### src/rtl/alu_result_sel_pipe.sv
`default_nettype none
// ============================================================================
//  Module   : alu_result_sel_pipe
//  Purpose  : Registered result/flag selector for the ZMC ALU. Routes the
//             result and {z,s,c,ovr} flags of one of NUM_UNITS execution
//             units to the ZMC. Single-cycle units complete one clock after
//             issue; multi-cycle units (MC_MASK) are tracked by an IDLE/WAIT
//             FSM that waits for the unit's done strobe or times out.
//  Ports    : clk, rst_n (async, active low)
//             unit_data_in  [NUM_UNITS*DATA_WL] lane i = [i*DATA_WL +: DATA_WL]
//             unit_flags_in [NUM_UNITS*4]       lane i = {z,s,c,ovr}
//             unit_valid_in [NUM_UNITS]         done strobes (MC lanes only)
//             active_vec    [NUM_UNITS]         one-hot unit select
//             issue_in                          new operation this cycle
//             c_out, z/s/c/ovr_flag_out         registered result and flags
//             valid_out                         1-cycle completion pulse
//             busy_out                          high while waiting on MC unit
//             timeout_out                       1-cycle timed-out completion
//             err_out (ALU_SEL_ERR_EN only)     illegal select or timeout
//  Config   : define ALU_SEL_ERR_EN to add err_out.
//  Revision : 1.0  initial release
// ============================================================================
module alu_result_sel_pipe #(
  parameter int                   DATA_WL   = 16,
  parameter int                   NUM_UNITS = 4,
  parameter logic [NUM_UNITS-1:0] MC_MASK   = 4'b1000,
  parameter int                   TIMEOUT   = 32
) (
  input  logic                         clk,
  input  logic                         rst_n,
  input  logic [NUM_UNITS*DATA_WL-1:0] unit_data_in,
  input  logic [NUM_UNITS*4-1:0]       unit_flags_in,
  input  logic [NUM_UNITS-1:0]         unit_valid_in,
  input  logic [NUM_UNITS-1:0]         active_vec,
  input  logic                         issue_in,
  output logic [DATA_WL-1:0]           c_out,
  output logic                         z_flag_out,
  output logic                         s_flag_out,
  output logic                         c_flag_out,
  output logic                         ovr_flag_out,
  output logic                         valid_out,
  output logic                         busy_out,
  output logic                         timeout_out
`ifdef ALU_SEL_ERR_EN
  ,output logic                        err_out
`endif
);

  localparam int                 CNT_W    = (TIMEOUT > 1) ? $clog2(TIMEOUT) : 1;
  localparam logic [CNT_W-1:0]   CNT_LAST = CNT_W'(TIMEOUT - 1);

  typedef enum logic [0:0] {
    ST_IDLE = 1'b0,
    ST_WAIT = 1'b1
  } state_t;

  state_t               state, next_state;
  logic [NUM_UNITS-1:0] sel_q;
  logic [CNT_W-1:0]     wait_cnt;

  logic [DATA_WL-1:0]   lane_data  [NUM_UNITS];
  logic [3:0]           lane_flags [NUM_UNITS];

  logic [NUM_UNITS-1:0] mux_sel;
  logic [DATA_WL-1:0]   sel_data;
  logic [3:0]           sel_flags;
  logic                 sel_valid;
  logic                 is_onehot;
  logic                 is_mc;
  logic                 complete;
  logic                 load_zero;
  logic                 timed_out;
  logic                 enter_wait;

  generate
    for (genvar g = 0; g < NUM_UNITS; g++) begin : g_lane
      assign lane_data[g]  = unit_data_in[g*DATA_WL +: DATA_WL];
      assign lane_flags[g] = unit_flags_in[g*4 +: 4];
    end
  endgenerate

  // In WAIT only the latched select matters; new issues are ignored.
  assign mux_sel   = (state == ST_WAIT) ? sel_q : active_vec;
  assign is_onehot = (active_vec != '0) &&
                     ((active_vec & (active_vec - NUM_UNITS'(1))) == '0);
  assign is_mc     = |(active_vec & MC_MASK);
  assign sel_valid = |(unit_valid_in & sel_q);

  // mux_sel is one-hot whenever the muxed value is used, so OR-reduction works.
  always_comb begin
    sel_data  = '0;
    sel_flags = '0;
    for (int i = 0; i < NUM_UNITS; i++) begin
      if (mux_sel[i]) begin
        sel_data  = sel_data  | lane_data[i];
        sel_flags = sel_flags | lane_flags[i];
      end
    end
  end

  always_comb begin
    next_state = state;
    complete   = 1'b0;
    load_zero  = 1'b0;
    timed_out  = 1'b0;
    enter_wait = 1'b0;
    case (state)
      ST_IDLE: begin
        if (issue_in) begin
          if (!is_onehot) begin
            complete  = 1'b1;
            load_zero = 1'b1;
          end else if (is_mc) begin
            enter_wait = 1'b1;
            next_state = ST_WAIT;
          end else begin
            complete = 1'b1;
          end
        end
      end
      ST_WAIT: begin
        // A done strobe on the final cycle still wins over the timeout.
        if (sel_valid) begin
          complete   = 1'b1;
          next_state = ST_IDLE;
        end else if (wait_cnt == CNT_LAST) begin
          complete   = 1'b1;
          load_zero  = 1'b1;
          timed_out  = 1'b1;
          next_state = ST_IDLE;
        end
      end
      default: next_state = ST_IDLE;
    endcase
  end

  always_ff @(posedge clk or negedge rst_n) begin
    if (!rst_n) begin
      state        <= ST_IDLE;
      sel_q        <= '0;
      wait_cnt     <= '0;
      c_out        <= '0;
      z_flag_out   <= 1'b0;
      s_flag_out   <= 1'b0;
      c_flag_out   <= 1'b0;
      ovr_flag_out <= 1'b0;
      valid_out    <= 1'b0;
      timeout_out  <= 1'b0;
    end else begin
      state       <= next_state;
      valid_out   <= complete;
      timeout_out <= timed_out;
      if (enter_wait) begin
        sel_q    <= active_vec;
        wait_cnt <= '0;
      end else if (state == ST_WAIT && next_state == ST_WAIT) begin
        wait_cnt <= wait_cnt + CNT_W'(1);
      end
      if (complete) begin
        c_out        <= load_zero ? '0   : sel_data;
        z_flag_out   <= load_zero ? 1'b0 : sel_flags[3];
        s_flag_out   <= load_zero ? 1'b0 : sel_flags[2];
        c_flag_out   <= load_zero ? 1'b0 : sel_flags[1];
        ovr_flag_out <= load_zero ? 1'b0 : sel_flags[0];
      end
    end
  end

  assign busy_out = (state == ST_WAIT);

`ifdef ALU_SEL_ERR_EN
  // Every zero-forced completion is either an illegal select or a timeout.
  always_ff @(posedge clk or negedge rst_n) begin
    if (!rst_n) begin
      err_out <= 1'b0;
    end else begin
      err_out <= complete & load_zero;
    end
  end
`endif

endmodule
`default_nettype wire

### config.mk
export PLATFORM = sky130hd
export DESIGN_NAME = alu_result_sel_pipe
export DESIGN_NICKNAME = d
export VERILOG_FILES = /design/src/rtl/alu_result_sel_pipe.sv
export SDC_FILE = /design/constraint.sdc
export NUM_CORES = 1
export LEC_CHECK = 0
export ABC_CLOCK_PERIOD_IN_PS = 2400
export CAP_MARGIN = 25
export CELL_PAD_IN_SITES_DETAIL_PLACEMENT = 1
export CELL_PAD_IN_SITES_GLOBAL_PLACEMENT = 1
export CORE_MARGIN = 2
export CORE_UTILIZATION = 26
export CTS_BUF_LIST = sky130_fd_sc_hd__clkbuf_4 sky130_fd_sc_hd__clkbuf_8
export DETAILED_ROUTE_END_ITERATION = 8
export GPL_ROUTABILITY_DRIVEN = 0
export PLACE_DENSITY = 0.93
export SETUP_SLACK_MARGIN = 0.4
export SYNTH_ARGS = -nofsm -noshare
export SYNTH_HDL_FRONTEND = slang
export SYNTH_SLANG_ARGS = --single-unit
export TNS_END_PERCENT = 5
### constraint.sdc
create_clock -name clk -period 2.4 [get_ports clk]
set_input_delay 0.48 -clock clk [delete_from_list [all_inputs] [get_ports clk]]
set_output_delay 0.48 -clock clk [all_outputs]
set_load 0.05 [all_outputs]
# Yosys cells after proc, flatten, opt, wreduce, memory -nomap -nowiden
# Index checks and enable logic that the tools add are counted.
# word_totals
mem_bits_rw	0
in_bits	91
memories	0
out_inout_bits	23
ff_bits	32
latch_bits	0
mem_bits_ro	0
# classes
eq_ne	1
mul	0
n_addsub	2
mux	34
n_lt_le_gt_ge	0
bitwise_logic	9
div_mod_pow	0
reduce_logical	6
shifts	0
# op_table
operator	n
$mux W16	5
$or A16 B16 Y16	3
$mux W4	5
$mux W1	19
$or A4 B4 Y4	3
$mux W5	2
$and A4 B4 Y4	2
$pmux W1 S2	3
$add A5 B1 Y5 const B	1
$eq A5 B5 Y1 const B	1
$logic_not A4 Y1	1
$reduce_bool A4 Y1	1
$reduce_or A4 Y1	1
$sub A4 B1 Y4 const B	1
$logic_and A1 B1 Y1	2
$reduce_bool A2 Y1	1
$not A1 Y1	1

# Logic depth before layout (Yosys ltp)
# Gate-level depths: netlist of the first run.
# logic_depth
word_depth	10
ltp_mapped	7
depth_no_buf	6

# Worst setup path before layout of the first run
# Ideal clock, no wire load.
# synth_timing
kind	register to register
startpoint	reg state (netlist: busy_out)
endpoint	reg c_flag_out
setup_slack_ns	0.449
path_buffers	2
stages_incl_launch_ff	7
required_time_ns	2.279
setup_time_ns	0.121
arrival_time_ns	1.830
path_cell_list	dfrtp_1 -> buf_2 -> mux2_2 -> clkbuf_1 -> a22oi_1 -> nand2_1 -> a22o_1
# synth_between
elab_chain_cells	9
elab_cells_between_ends	12
# synth_rtl
element	line_no	source
start, declared	57	state_t state, next_state;
start signal, assigned	150	state <= next_state;
$mux W4	83	assign mux_sel = (state == ST_WAIT) ? sel_q : active_vec;
$mux W4	94	if (mux_sel[i]) begin
$or A4 B4 Y4	96	sel_flags = sel_flags | lane_flags[i];
$mux W4	94	
$or A4 B4 Y4	96	
$mux W4	94	
$or A4 B4 Y4	96	
$mux W4	94	
$mux W1	163	c_flag_out <= load_zero ? 1'b0 : sel_flags[1];
end signal, assigned	163	
end, declared	39	output logic c_flag_out,
# Parallel ways exist; a longest one is shown, timed or not.
# A chain may end at the register's enable or synchronous reset.

# Final worst setup path of the first run
# layout_timing
startpoint	in active_vec[1]
endpoint	reg sel_q[2]
# layout_between
elab_chain_cells	7
elab_cells_between_ends	8
# layout_rtl
element	line_no	source
start, declared	34	input logic [NUM_UNITS-1:0] active_vec,
$sub A4 B1 Y4	85	((active_vec & (active_vec - NUM_UNITS'(1))) == '0);
$and A4 B4 Y4	85	
$logic_not A4 Y1	85	
$logic_and A1 B1 Y1 *	84	assign is_onehot = (active_vec != '0) &&
$mux W1 *	110	if (!is_onehot) begin
$mux W1 *	109	if (issue_in) begin
$mux W1 *	107	case (state)
end signal, assigned	154	sel_q <= active_vec;
end, declared	58	logic [NUM_UNITS-1:0] sel_q;
# Every way passes the cells marked *; elsewhere a longest branch is shown, timed or not.

==> metrics.md, run 1 <==
| Metric | Value |
|---|---|
| Status | finished clean |
| Vias per Instance | 5.21 |
| Worst rel slew slack | 0.650 |
| Core region area | 6420 um^2 |
| Power Density | 845 nW/um^2 |
| GR Util met1 | 0.213 |
| Synth Area per Inst | 10.2 um^2 |
| Logic gate share of total power | 0.494 |
| Period Utilization, post-route | 0.820 |
| Port bufs | 113 |
| Final antenna diode count | 0 |
| Io pins | 114 |
| DIE AREA | 7360 um^2 |
| Pin count of the biggest net entering global routing | 33 |
| Fmax | 0.508 GHz |
| CP Launch Type | input pin |
| GR peak layer | met2 |
| Post-Route WL | 6800 um |
| Initial DRC count | 132 |
| Via count | 1,917 |
| Initial antenna violation count | 0 |
| Leak | 1.39 nW |
| Total GRT Usage | 0.186 |
| Final net count | 383 |
| Synth Flop Type | dfrtp_1 |
| Slew Limit Fails | 0 |
| Commonest non-fill, non-tap cell in the layout | clkdlybuf4s50_1 |
| Pre-antenna DRT Iters | 6 |
| Worst Setup Slack, final | 433 ps |
| Critical Path RT | 2570 ps |
| CTS buffer count | 5 |
| Hold Crit Class | reg -> reg |
| Syn Nets | 264 |
| Setup_tns | 0 ps |
| Final-report hold violation count | 0 |
| M3 GR Usage | 0.0346 |
| CTS max path bufs | 2 |
| Die span in x | 85.8 um |
| Total gr overflow | 0 |
| Yosys cell types | 34 |
| Mapped cell area | 1740 um^2 |
| Kind of critical path | in -> reg |
| Worst-Skew Late Latency | 280 ps |
| HPWL after detailed placement | 5050 um |
| Seq/Total Area, Yosys | 0.460 |
| Skew final | 5.86 ps |
| Synthesis-to-layout area growth | 82.7% |
| Post-synth EDFFs | 0 |
| # H-tree levels | 2 |
| Total power | 2.69 mW |
| Crit path time final | 1970 ps |
| Reg power frac | 0.296 |
| Clock power frac | 0.210 |
| Most frequent cells in the layout | clkdlybuf4s50_1, a22oi_1, dfrtp_1 |
| Final Core Density | 0.495 |
| Synth area leaders | dfrtp_1, a22oi_1, a22o_1 |
| Global-route wire length before repair | 10,500 um |
| Dpl ws | 47.3 ps |
| R2R setup slack | 480 ps |
| Synth Instances | 171 |
| Synth warnings | 0 |
| FFs w/ async S/R, synth | 1.00 |
| Clock Tree Root | clkbuf_8 |
| Maximum VDD drop | 0.359 mV |
| Share of cells above drive strength 1 | 0.117 |
| DIE HEIGHT | 85.8 um |
| RSZ-0062 raised after global routing | true |
| Critical path peak fanout | 10 |
| Net Sw Frac | 0.396 |
| Max_cap viols | 0 |
| Net Sw Power | 1.06 mW |
| Yosys top cell by area | dfrtp_1 |
| Floorplan row count | 29 |
| Clock-pin slew on the worst setup and hold paths | 70 ps |
| Worst-Margin Slew | 523 ps |
| Worst Path Arrival | 2140 ps |
| Routed Antenna Nets | 0 |
| CTS tree | yes |
| Initial core utilization | 0.271 |
| Critical Path End Type | register |
| Clock sink count | 32 |
| Filler cells | 707 |
| Area share of the largest cell type after synthesis | 0.460 |
| Drt wl/cell | 18.5 um |
| Final setup viols | 0 |
| Number of synthesized register bits | 32 |
| Vias in the first global route | 2,143 |
| Cell-internal power | 1.62 mW |
| DRC errors left | 0 |
| Global routing usage on met2 | 0.337 |
==> through the flow <==
step,hold slack (ps),cell area (um^2),instances
after floorplan,184,1740,171
after global placement,478,3000,358
after detailed placement,494,3000,358
after CTS,510,3120,366
after global routing,523,3180,368
final,494,3180,368
==> registers in the layout, summed over array words and instances (netlist names) <==
signal / cells
s_flag_out: 1
ovr_flag_out: 1
c_out: 16
sel_q: 4
z_flag_out: 1
timeout_out: 1
wait_cnt: 5
valid_out: 1
busy_out: 1
c_flag_out: 1
==> logic make-up (layout without fill, tap and decap cells) <==
group,count (synthesis),count (layout),share of synthesized area
muxes,5,5,0.0316
DFF,32,32,0.460
adders and majority gates,2,2,0.0144
buffers and inverters,16,136,0.0446
xor gates and xnor gates,1,1,0.00503
and+or+nand+nor,46,46,0.137
AOI/OAI and AO/OA,69,69,0.308
==> cells in the mapped netlist (all sizes together), types with 2 or more instances <==
master / count
inv: 2
buf: 5
mux2: 4
a21boi: 2
ha: 2
nand3: 4
dfrtp: 32
and3: 2
clkbuf: 9
a22o: 20
o21ai: 3
nand2: 27
and2: 4
a22oi: 40
==> power by group through the flow <==
stage,registers [mW],clock network [mW],logic (mW)
after global routing,0.816,0.606,1.41
after floorplan,1.20,0,0.342
after detailed placement,0.805,0,1.30
final,0.795,0.565,1.33
after global placement,0.795,0,1.26
after CTS,0.797,0.583,1.30
==> area by class of cell <==
type	instances	area, um^2	share of cell area
timing repair buffer	126	1260	0.397
multi-input combinational	123	887	0.279
sequential	32	801	0.252
clock buffer	7	96.3	0.0303
tap	77	96.3	0.0303
clock inverter	1	30.0	0.00945
inverter	2	7.51	0.00236
==> critical path, stage by stage <==
cell and delay (ps):
clkdlybuf4s50_1 430, or4b_4 570, or3b_4 480, and2_4 180
==> what timing repair did <==
action,in CTS,in global routing
pin swaps,0,1
endpoints found under the setup margin,9,29
cloned,0,1
buffers inserted,0,1
hold buffers,0,0
resized for setup,1,7
==> metal layers <==
layer	share of wire	routed length, um
met5	0	0
met4	0.022	147
met3	0.046	313
met2	0.53	3620
met1	0.40	2710
==> path summary, 6_finish.rpt <==
kind | from | to | depth (start not counted)
max | active_vec[1] | sel_q[2]$_DFFE_PN0P_ | 4
max reg2reg | wait_cnt[0]$_DFFE_PN0P_ | s_flag_out$_DFFE_PN0P_ | 7
min in group asynchronous | rst_n | c_out[0]$_DFFE_PN0P_ | 2
max in group asynchronous | rst_n | s_flag_out$_DFFE_PN0P_ | 2
min | wait_cnt[0]$_DFFE_PN0P_ | wait_cnt[0]$_DFFE_PN0P_ | 1
min reg2reg | wait_cnt[0]$_DFFE_PN0P_ | wait_cnt[0]$_DFFE_PN0P_ | 1
(Power assumes the default switching activity.)
==> run 2: changes to the inputs <==
--- a/config.mk
+++ b/config.mk
@@ -5,16 +5,16 @@
 export SDC_FILE = /design/constraint.sdc
 export NUM_CORES = 1
 export LEC_CHECK = 0
-export ABC_CLOCK_PERIOD_IN_PS = 2400
+export ABC_CLOCK_PERIOD_IN_PS = 1670
 export CAP_MARGIN = 25
 export CELL_PAD_IN_SITES_DETAIL_PLACEMENT = 1
 export CELL_PAD_IN_SITES_GLOBAL_PLACEMENT = 1
 export CORE_MARGIN = 2
-export CORE_UTILIZATION = 26
+export CORE_UTILIZATION = 24
 export CTS_BUF_LIST = sky130_fd_sc_hd__clkbuf_4 sky130_fd_sc_hd__clkbuf_8
 export DETAILED_ROUTE_END_ITERATION = 8
 export GPL_ROUTABILITY_DRIVEN = 0
-export PLACE_DENSITY = 0.93
+export PLACE_DENSITY = 0.9
 export SETUP_SLACK_MARGIN = 0.4
 export SYNTH_ARGS = -nofsm -noshare
 export SYNTH_HDL_FRONTEND = slang
==> constraint.sdc (replaced) <==
create_clock -name clk -period 1.67 [get_ports clk]
set_input_delay 0.334 -clock clk [delete_from_list [all_inputs] [get_ports clk]]
set_output_delay 0.334 -clock clk [all_outputs]
set_load 0.05 [all_outputs]
==> run 2 against run 1 <==
The flow now finishes with violations (negative setup slack). Non-clock buffer count rose by 17. Utilization fell by 1.9 points. Die area rose by 7.9%. Combinational power rose by 61%. Routed wire length rose by 13%. Critical path type is now reg -> reg. Largest cell class unchanged. Highest routed layer unchanged.
==> metrics.md, run 2 (synthesis gave the netlist of run 1 again) <==
| Metric | Value |
|---|---|
| Floorplan row count | 31 |
| Kind of critical path | reg -> reg |
| Vias per Instance | 4.84 |
| Placed cell area | 3050 um^2 |
| Via count | 1,978 |
| Worst-Skew Late Latency | 290 ps |
| Status | complete, but fails checks |
| Largest regs | c_out x16, wait_cnt x5, sel_q x4 |
| Final setup viols | 21 |
| CTS buffer count | 5 |
| Vias in the first global route | 2,117 |
| Non-Filler Instances | 409 |
| Clock Tree Root | clkbuf_8 |
| Largest register FFs | 16 |
| Crit path time final | 1760 ps |
| Routed Antenna Nets | 0 |
| CP peak stage delay | 370 ps |
| Maximum VDD drop | 0.358 mV |
| Worst Setup Slack, final | -90.3 ps |
| Critical Path RT | 1850 ps |
| Worst-Margin Slew | 496 ps |
| DIE HEIGHT | 89.2 um |
| Final net count | 402 |
| Global-route wire length before repair | 11,200 um |
| CP top delay family | simple AND/OR/NAND/NOR gates |
| Total power | 4.11 mW |
| HPWL after detailed placement | 5160 um |
| Io pins | 114 |
| Die span in x | 89.2 um |
| Fin Hold WS | 416 ps |
| Worst Path Buf+Inv | 0 |
| Total gr overflow | 0 |
| Pre-antenna DRT Iters | 4 |
| Failing checks | negative setup slack |
| Critical path peak fanout | 10 |
| Power Density | 1210 nW/um^2 |
| Commonest non-fill, non-tap cell in the layout | clkdlybuf4s50_1 |
| Final-report hold violation count | 0 |
| CTS max path bufs | 2 |
| Drt wl/cell | 18.8 um |
| Max_cap viols | 0 |
| DIE AREA | 7950 um^2 |
| Initial DRC count | 87 |
| Synthesis-to-layout area growth | 95.4% |
| Worst rel slew slack | 0.669 |
| Fmax | 0.568 GHz |
| Port bufs | 113 |
| Slowest CP cell | dfrtp_1 |
| CTS tree | yes |
| Initial antenna violation count | 0 |
| Leak | 1.55 nW |
| Final Core Density | 0.477 |
| Setup_tns | -1480 ps |
| Fin area | 3400 um^2 |
| Hold Crit Class | in -> async |
| CP cell instances | ha_2, and3_4, ha_4, and3b_2, or2_4, a22o_1 |
| CP Launch Type | register |
| Critical Path End Type | register |
| Pin count of the biggest net entering global routing | 21 |
| Largest register by flop count | c_out |
| Final antenna diode count | 0 |
| Initial core utilization | 0.244 |
| Dpl ws | -555 ps |
| Period Utilization, post-route | 1.05 |
| Skew final | 6.60 ps |
| Post-Route WL | 7680 um |
| Placed Instances | 387 |
| Worst Path Arrival | 1940 ps |
| Filler cells | 823 |
| DRC errors left | 0 |
| Clock-pin slew on the worst setup and hold paths | 70 ps |
| Slew Limit Fails | 0 |
| # H-tree levels | 2 |
| Total GRT Usage | 0.193 |
| Share of cells above drive strength 1 | 0.284 |
| RSZ-0062 raised after global routing | true |
| Most frequent cells in the layout | clkdlybuf4s50_1, buf_4, a22oi_1 |
| Clock sink count | 32 |
| Core region area | 7140 um^2 |
## run 2: cell count changes in the layout (fill, tap and decap cells not counted), sizes merged
cell           delta
clkbuf            -1
dlygate4sd2       +1
clkdlybuf4s50    -28
bufbuf            +1
or2               +2
buf              +44
## run 2: area by class of cell
type	instances	area [um^2]	area share
Sequential cell	32	802	0.236
Clock inverter	1	30.0	0.00883
Clock buffer	7	96.3	0.0283
Multi-Input combinational cell	125	960	0.282
Timing Repair Buffer	143	1380	0.406
Tap cell	99	124	0.0364
Inverter	2	7.51	0.00221
## run 2: timing repair
item / in CTS / in global routing
buffers inserted: 8 / 1
cloned: 5 / 0
hold buffers: 0 / 0
resized for setup: 41 / 1
endpoints found under the setup margin: 32 / 33
pin swaps: 15 / 7
## run 2: final timing paths
| kind | startpoint | endpoint | slack, ps | depth (start not counted) |
|---|---|---|---|---|
| hold reg to reg | c_out[1]$_DFFE_PN0P_ | c_out[1]$_DFFE_PN0P_ | 520 | 1 |
| setup reg to reg | wait_cnt[1]$_DFFE_PN0P_ | c_out[9]$_DFFE_PN0P_ | -90 | 6 |
| min in group clk | c_out[1]$_DFFE_PN0P_ | c_out[1]$_DFFE_PN0P_ | 520 | 1 |
| setup / recovery | wait_cnt[1]$_DFFE_PN0P_ | c_out[9]$_DFFE_PN0P_ | -90 | 6 |
| hold / removal | rst_n | ovr_flag_out$_DFFE_PN0P_ | 420 | 2 |
| max in group asynchronous | rst_n | busy_out$_DFF_PN0_ | 980 | 2 |
## run 2: where the power goes
group	total (mW)	internal (mW)	switching, mW
Combinational	2.14	0.942	1.20
Clock	0.835	0.527	0.308
Sequential	1.13	0.993	0.137
## run 2: metal layers
layer / routed length [um] / global-route usage / part of all wire
met1: 3270 / 0.238 / 0.43
met2: 3980 / 0.343 / 0.52
met3: 274 / 0.0305 / 0.036
met4: 145 / 0.0665 / 0.019
met5: 0 / 0 / 0
